$ cat src/rtl/pc_sequencer_pkg.sv
// Shared types and default widths for the fetch-stage PC sequencer.
package pc_seq_pkg;

  typedef enum logic [1:0] {IDLE, RUN, DONE} seq_state_t;

  localparam int D_DEF  = 12;
  localparam int CW_DEF = 16;

endpackage

$ cat src/rtl/pc_sequencer_next_calc.sv
// Next-PC priority mux: stall/halt hold, then jump, taken branch, sequential.
// Purely combinational; all arithmetic wraps modulo 2^D.
module pc_next_calc
  import pc_seq_pkg::*;
#(
  parameter int D = D_DEF
) (
  input  logic [D-1:0] pc,
  input  logic         stall,
  input  logic         halt,
  input  logic         jump_en,
  input  logic         branch_en,
  input  logic         branch_taken,
  input  logic [D-1:0] target,
  input  logic [D-1:0] jump_addr,
  output logic [D-1:0] next_pc
);

  localparam logic [D-1:0] PC_ONE = D'(1);

  always_comb begin
    next_pc = pc + PC_ONE;
    if (stall || halt) begin
      next_pc = pc;
    end else if (jump_en) begin
      next_pc = jump_addr;
    end else if (branch_en && branch_taken) begin
      // target is already D-bit two's complement, so a plain D-bit add is the signed add
      next_pc = pc + target;
    end
  end

endmodule

$ cat src/rtl/pc_sequencer.sv
// Fetch-stage PC sequencer with IDLE/RUN/DONE program FSM and saturating retire count.
// Latency: new PC one clk after the deciding inputs; stall holds PC and count in RUN.
module pc_sequencer
  import pc_seq_pkg::*;
#(
  parameter int             D          = D_DEF,
  parameter int             CW         = CW_DEF,
  parameter logic [D-1:0]   START_ADDR = '0
) (
  input  logic          clk,
  input  logic          reset,
  input  logic          start,
  input  logic          stall,
  input  logic          halt,
  input  logic          branch_en,
  input  logic          branch_taken,
  input  logic [D-1:0]  target,
  input  logic          jump_en,
  input  logic [D-1:0]  jump_addr,
  output logic [D-1:0]  prog_ctr,
  output logic          running,
  output logic          done,
  output logic [CW-1:0] instr_count
);

  localparam logic [CW-1:0] CNT_ONE = CW'(1);

  seq_state_t    state_q, state_d;
  logic [D-1:0]  pc_q, pc_d;
  logic [CW-1:0] cnt_q, cnt_d;
  logic [D-1:0]  next_pc;

  pc_next_calc #(.D(D)) u_next_calc (
    .pc           (pc_q),
    .stall        (stall),
    .halt         (halt),
    .jump_en      (jump_en),
    .branch_en    (branch_en),
    .branch_taken (branch_taken),
    .target       (target),
    .jump_addr    (jump_addr),
    .next_pc      (next_pc)
  );

  always_comb begin
    state_d = state_q;
    pc_d    = pc_q;
    cnt_d   = cnt_q;
    case (state_q)
      IDLE, DONE: begin
        if (start) begin
          state_d = RUN;
          pc_d    = START_ADDR;
          cnt_d   = '0;
        end
      end
      RUN: begin
        // start is deliberately not looked at here: no mid-run restart
        if (!stall) begin
          pc_d  = next_pc;
          cnt_d = (&cnt_q) ? cnt_q : cnt_q + CNT_ONE;
          if (halt) begin
            state_d = DONE;
          end
        end
      end
      default: state_d = IDLE;
    endcase
  end

  always_ff @(posedge clk or posedge reset) begin
    if (reset) begin
      state_q <= IDLE;
      pc_q    <= START_ADDR;
      cnt_q   <= '0;
    end else begin
      state_q <= state_d;
      pc_q    <= pc_d;
      cnt_q   <= cnt_d;
    end
  end

  assign prog_ctr    = pc_q;
  assign running     = (state_q == RUN);
  assign done        = (state_q == DONE);
  assign instr_count = cnt_q;

endmodule

$ cat config.mk
export PLATFORM = sky130hd
export DESIGN_NAME = pc_sequencer
export DESIGN_NICKNAME = d
export VERILOG_FILES = /design/src/rtl/pc_sequencer_pkg.sv /design/src/rtl/pc_sequencer_next_calc.sv /design/src/rtl/pc_sequencer.sv
export SDC_FILE = /design/constraint.sdc
export NUM_CORES = 1
export LEC_CHECK = 0
export CELL_PAD_IN_SITES_DETAIL_PLACEMENT = 0
export CELL_PAD_IN_SITES_GLOBAL_PLACEMENT = 1
export CORE_MARGIN = 2
export CORE_UTILIZATION = 38
export DETAILED_ROUTE_END_ITERATION = 8
export PLACE_DENSITY_LB_ADDON = 0.1
export SYNTH_ARGS = -nofsm -noshare
export SYNTH_HDL_FRONTEND = slang
export SYNTH_SLANG_ARGS = --single-unit
export TNS_END_PERCENT = 100
$ cat constraint.sdc
create_clock -name clk -period 3.15 [get_ports clk]
set_input_delay 0.63 -clock clk [delete_from_list [all_inputs] [get_ports clk]]
set_output_delay 0.63 -clock clk [all_outputs]
set_load 0.1 [all_outputs]
After elaboration in Yosys (flattened, before gate mapping)
Cells that the tools add are included.
{ "word_totals": {"register_bits": 30} }
{ "classes": {"mux": 14, "n_addsub": 3, "n_eq_ne": 7, "reduce_logical": 9} }
{ "op_table": {"columns": ["cell", "count"], "rows": [
  ["12-bit 2-to-1 mux", 5],
  ["16-bit 2-to-1 mux", 3],
  ["16-bit case mux with 2 select lines", 1],
  ["12-bit case mux with 2 select lines", 1],
  ["16-bit by 1-bit adder with 16-bit output, second input constant", 1],
  ["16-bit AND reduction", 1],
  ["12-bit by 1-bit adder with 12-bit output, second input constant", 1],
  ["12-bit adder", 1],
  ["2-bit inequality test, second input constant", 5],
  ["4-bit AND reduction", 2],
  ["2-bit 2-to-1 mux", 3],
  ["2-bit case mux with 2 select lines", 1],
  ["3-bit AND reduction", 1],
  ["2-bit by 1-bit == test with 1-bit output, second input constant", 1],
  ["2-bit == test, second input constant", 1],
  ["2-bit logical NOT", 1],
  ["2-bit nonzero test", 1],
  ["2-bit OR reduction", 1],
  ["1-bit logical AND", 1],
  ["1-bit logical OR", 1]
]} }

Depth between registers and ports, before layout
{ "logic_depth": {"word_depth": 6, "mapped_depth": 11, "depth_no_buf": 10} }

Hierarchy
A second synthesis with hierarchy kept.
{ "unflattened": {"hier_cells": 293, "hier_area_um2": 2416.1} }
{ "by_module_without_submodules": {"columns": ["module", "n_inst", "area_per_inst_um2", "cells_per_inst", "seq_area_each_um2"], "rows": [
  ["pc_sequencer", 1, 1580.3, 170, 750.7],
  ["pc_next_calc", 1, 835.8, 123, 0.0]
]} }

Worst setup path before layout
OpenSTA, ideal clock, no wires.
{ "synth_path": {"path_type": "register -> register", "start": "register pc_q[0], in the netlist prog_ctr[0]", "end": "register pc_q[10], in the netlist prog_ctr[10]", "path_buffers": 0, "period_less_slack_ns": 2.590, "t_arrival_ns": 2.447, "setup_slack_ns": 0.560, "path_stages_with_launch": 10, "path_cell_list": "dfrtp_1 ha_1 inv_1 fa_1 nor2b_1 o31a_1 o31a_1 o22ai_1 xor2_1 o221ai_1"} }
{ "synth_via": {"elab_chain_len": 6} }
{ "synth_lines": {"columns": ["item", "line_no", "text"], "rows": [
  ["start, declared", "pc_sequencer.sv:29", "logic [D-1:0] pc_q, pc_d;"],
  ["start signal, assigned", "pc_sequencer.sv:78", "pc_q <= pc_d;"],
  ["12-bit by 1-bit adder with 12-bit output or 12-bit adder (tied branches)", "pc_sequencer_next_calc.sv:22, pc_sequencer_next_calc.sv:29", null],
  ["12-bit 2-to-1 mux *", "pc_sequencer_next_calc.sv:27", "end else if (branch_en && branch_taken) begin"],
  ["12-bit 2-to-1 mux *", "pc_sequencer_next_calc.sv:25", "end else if (jump_en) begin"],
  ["12-bit 2-to-1 mux *", "pc_sequencer_next_calc.sv:23", "if (stall || halt) begin"],
  ["12-bit 2-to-1 mux *", "pc_sequencer.sv:59", "if (!stall) begin"],
  ["12-bit case mux with 2 select lines *", "pc_sequencer.sv:49", "case (state_q)"]
]} }
Mark *: on every way between the ends. The rest lies on a longest branch, timed or not. The select of a mux whose other input is x is not followed.
A chain may end at the register's enable or synchronous reset.

Final worst setup path
{ "layout_path": {"start": "input port branch_taken", "end": "register pc_q[8], in the netlist prog_ctr[8]"} }
{ "layout_via": {"elab_chain_len": 6} }
{ "layout_lines": {"columns": ["item", "line_no", "text"], "rows": [
  ["start, declared", "pc_sequencer.sv:16", "input logic branch_taken,"],
  ["1-bit logical AND", "pc_sequencer_next_calc.sv:27", null],
  ["12-bit 2-to-1 mux", "pc_sequencer_next_calc.sv:27", null],
  ["12-bit 2-to-1 mux", "pc_sequencer_next_calc.sv:25", null],
  ["12-bit 2-to-1 mux", "pc_sequencer_next_calc.sv:23", null],
  ["12-bit 2-to-1 mux", "pc_sequencer.sv:59", null],
  ["12-bit case mux with 2 select lines", "pc_sequencer.sv:49", null]
]} }
No other way between the ends. The select of a mux whose other input is x is not followed.

==> impl_metrics.toml <==
[run_status]
status = "finished clean"

[yosys]
yosys.area.top_type_share_pct = 36.3
synth-edff-count = 0
synth_seq_cells = 30
synthTopCellsByArea = "dfrtp_1, ha_1, xor2_1"
yosysWarnings = 0
async_flop_share_pct = 100
ys.flop_type = "dfrtp_1"
synth.distinct_cells = 50
ys_seq_area_share_pct = 36.3
synthCells = 230
synth_top_area_cell = "dfrtp_1"
synth.cell_area_um2 = 2070
synth.avg_cell_area_um2 = 9.00
synth_nets = 275

[placed_design]
place.gp.congestion = 0.741
hpwl_mm = 3.98
placed_cell_area_um2 = 2690
placed_cells = 356
port_buffers = 61

[timing]
setup_viol = 0
setup_tns_ns = 0
finalCriticalPeriod_ns = 2.76
rsz0062_at_grt = "no"
slew_headroom_pct = 45.4
drv_slew = 0
finClkSkew_ns = 0.00602
finalCritPeriodShare_pct = 87.7
worst_slew_pin_slew_ns = 0.816
hold_violations = 0
max_freq_ghz = 0.362

[routing]
dr.first_iter.drc_count = 63
drtAntennaViolNets = 0
route.detailed.drc = 0
dr.pass1.iters = 4
vias = 1915
wirelength_mm = 5.47
routedWlPerCell_um = 15.0
viasPerCell = 5.26

[pwr]
total_leakage_power_nw = 1.33
pwr-share-seq_pct = 27.4
p_clk_share_pct = 17.0
irDropWorstVdd_mv = 0.320
finalPower_w = 0.00196
p_sw_share_pct = 53.0
internal-power_w = 0.000921
p_comb_share_pct = 55.6
p_sw_w = 0.00104
power_density_nw_per_um2 = 706

[clocking]
cts.sinks = 30
insertion_delay_ns = 0.28
numCtsBuffers = 5
hold_buffers = 0
cts_tree = "yes"
clockBufferDepth = 2
clkTransAtPathRegs_ns = 0.07
cts_resized = 0
cts_setup_buffers = 0
clock_tree.root_cell = "clkbuf_8"
h-tree-depth = 2

[setup_path]
timing.rr.end = "prog_ctr[8]"
regToRegStartpoint = "prog_ctr[0]"
setup.worst_path.start = "branch_taken"
path_cells = "clkdlybuf4s50_1 -> nand3b_1 -> ha_1 -> inv_1 -> fa_1 -> nor2b_1 -> o31a_1 -> o31a_1 -> o21a_1 -> nor3_1 -> o31ai_2"
crit_top_cell = "o31a_1"
crit_path_start_kind = "primary input"
cp.arrival_ns = 2.93
reg2regPathDepth = 9
critPathMaxFanout = 5
cp_slowest_stage_delay_ns = 0.54
worstSetupPathType = "primary input to register"
cp_slowest_cell = "clkdlybuf4s50_1"
rrSetupSlack_ns = 0.96
cp-end-kind = "register"
required_ns = 3.32

[global_route]
grt_overflow = 0
antenna_found_initial = 0
grt_use_total_pct = 19.0
grt_pass1_vias = 1880
grt_max_degree = 31
grt_pass1_wl_mm = 9.23

[floorplan]
coreArea_um2 = 5170
rows = 26
die_h_um = 77.8
io_pins = 62
initial_core_util_pct = 40.0
dieArea_um2 = 6060
die_w_um = 77.8

[cells_and_area]
final_cell_count_no_fill = 364
area_growth_pct = 34.1
stdcell_area_um2 = 2780
utilization_pct = 53.7
drive_gt1_share_pct = 17.3
antenna_cells = 0
final_net_count = 338

[job]
cap_violations = 0

[worst_hold_path]
worst_hold_path.endpoint = "prog_ctr[0]"
hold_start = "prog_ctr[0]"
hold_class = "register to register"
worstHoldPathCells = 2
-- per-stage QoR --
step | hold WS [ns] | worst slack, ns
3_3_place_gp | 0.531 | 0.189
4_1_cts | 0.557 | 0.427
2_1_floorplan | 0.587 | 0.560
6_report | 0.548 | 0.387
3_5_place_dp | 0.542 | 0.139
5_1_grt | 0.589 | 0.316
-- layout by cell type, fill, tap and decap left out, types with 2 or more instances in the layout --
cell	n
and4_1	2
o21a_1	6
o31a_1	2
a21oi_1	10
o221ai_1	2
xor2_1	15
nand4_1	6
a211oi_1	3
o21ai_1	3
o21ai_0	12
mux2i_1	3
ha_1	12
clkbuf_8	6
nor2_1	24
nand2_1	12
a31oi_1	2
clkdlybuf4s50_1	31
nand2b_1	3
nor2b_1	4
nand3_1	18
inv_1	6
a21o_1	5
buf_4	35
xnor2_1	4
o211ai_1	2
and3_1	10
dfrtp_1	30
nor3_1	3
-- worst max-delay path, delay by kind of cell --
family,cells,cell delay (ns)
buf+inv,2,0.62
simple gates,3,0.42
compound gates,4,0.84
fa+ha+maj,2,0.42
-- cell usage after synthesis, types with 2 or more instances --
cell type  number
o21a_1          6
o31a_1          2
and3_1         10
o21ai_0        12
xor2_1         15
a31oi_1         2
nand2b_1        3
ha_1           12
nor3_1          3
nor2_1         24
nand2_1        12
nor2b_1         4
o221ai_1        2
mux2i_1         3
dfrtp_1        30
a21o_1          5
nand3_1        18
o21ai_1         3
inv_1           6
a21oi_1        10
xnor2_1         4
and4_1          2
a211oi_1        3
clkbuf_1        7
nand4_1         6
o211ai_1        2
-- final cells by class --
cell class / instances / area, µm²
Timing Repair Buffer: 66 / 573
Clock buffer: 7 / 86.3
Sequential cell: 30 / 751
Clock inverter: 1 / 5.00
Tap cell: 70 / 87.6
Inverter: 6 / 22.5
Fill cell: 514 / 2400
Multi-Input combinational cell: 184 / 1250
-- registers in the layout (all words and copies together), names as in the netlist --
signal	count
instr_count	16
prog_ctr	12
state_q	2
-- power groups by stage --
stage / clock [W] / sequential [W] / combinational (W)
after CTS: 0.000340 / 0.000538 / 0.00110
after global placement: 0 / 0.000544 / 0.00109
after global routing: 0.000360 / 0.000548 / 0.00117
final: 0.000333 / 0.000537 / 0.00109
after detailed placement: 0 / 0.000544 / 0.00110
after floorplan: 0 / 0.000963 / 0.000412
-- worst max-delay path by stage --
stage / cells after the start / end
2_1_floorplan: 9 / prog_ctr[10]
3_3_place_gp: 10 / prog_ctr[9]
3_5_place_dp: 11 / prog_ctr[8]
4_1_cts: 11 / prog_ctr[8]
5_1_grt: 11 / prog_ctr[10]
6_report: 11 / prog_ctr[8]
-- cells by family (layout without fill, tap and decap cells) --
logic type      count (synthesis)  after routing  share of synthesized area (%)
simple gates                   90             90                           22.5
compound gates                 59             59                           20.2
mux                             3              3                           1.45
fa+ha+maj                      13             13                           8.22
xor+xnor                       19             19                           8.04
flops                          30             30                           36.3
buf+inv                        16             80                           3.32
-- metal layers --
layer	vias to the layer above	wire (µm)	global-route usage (%)
li1	965	-	-
met1	906	2490	24.2
met2	38	2720	32.4
met3	6	203	3.84
met4	0	57	5.36
met5	-	0	0
(Power assumes the default switching activity.)
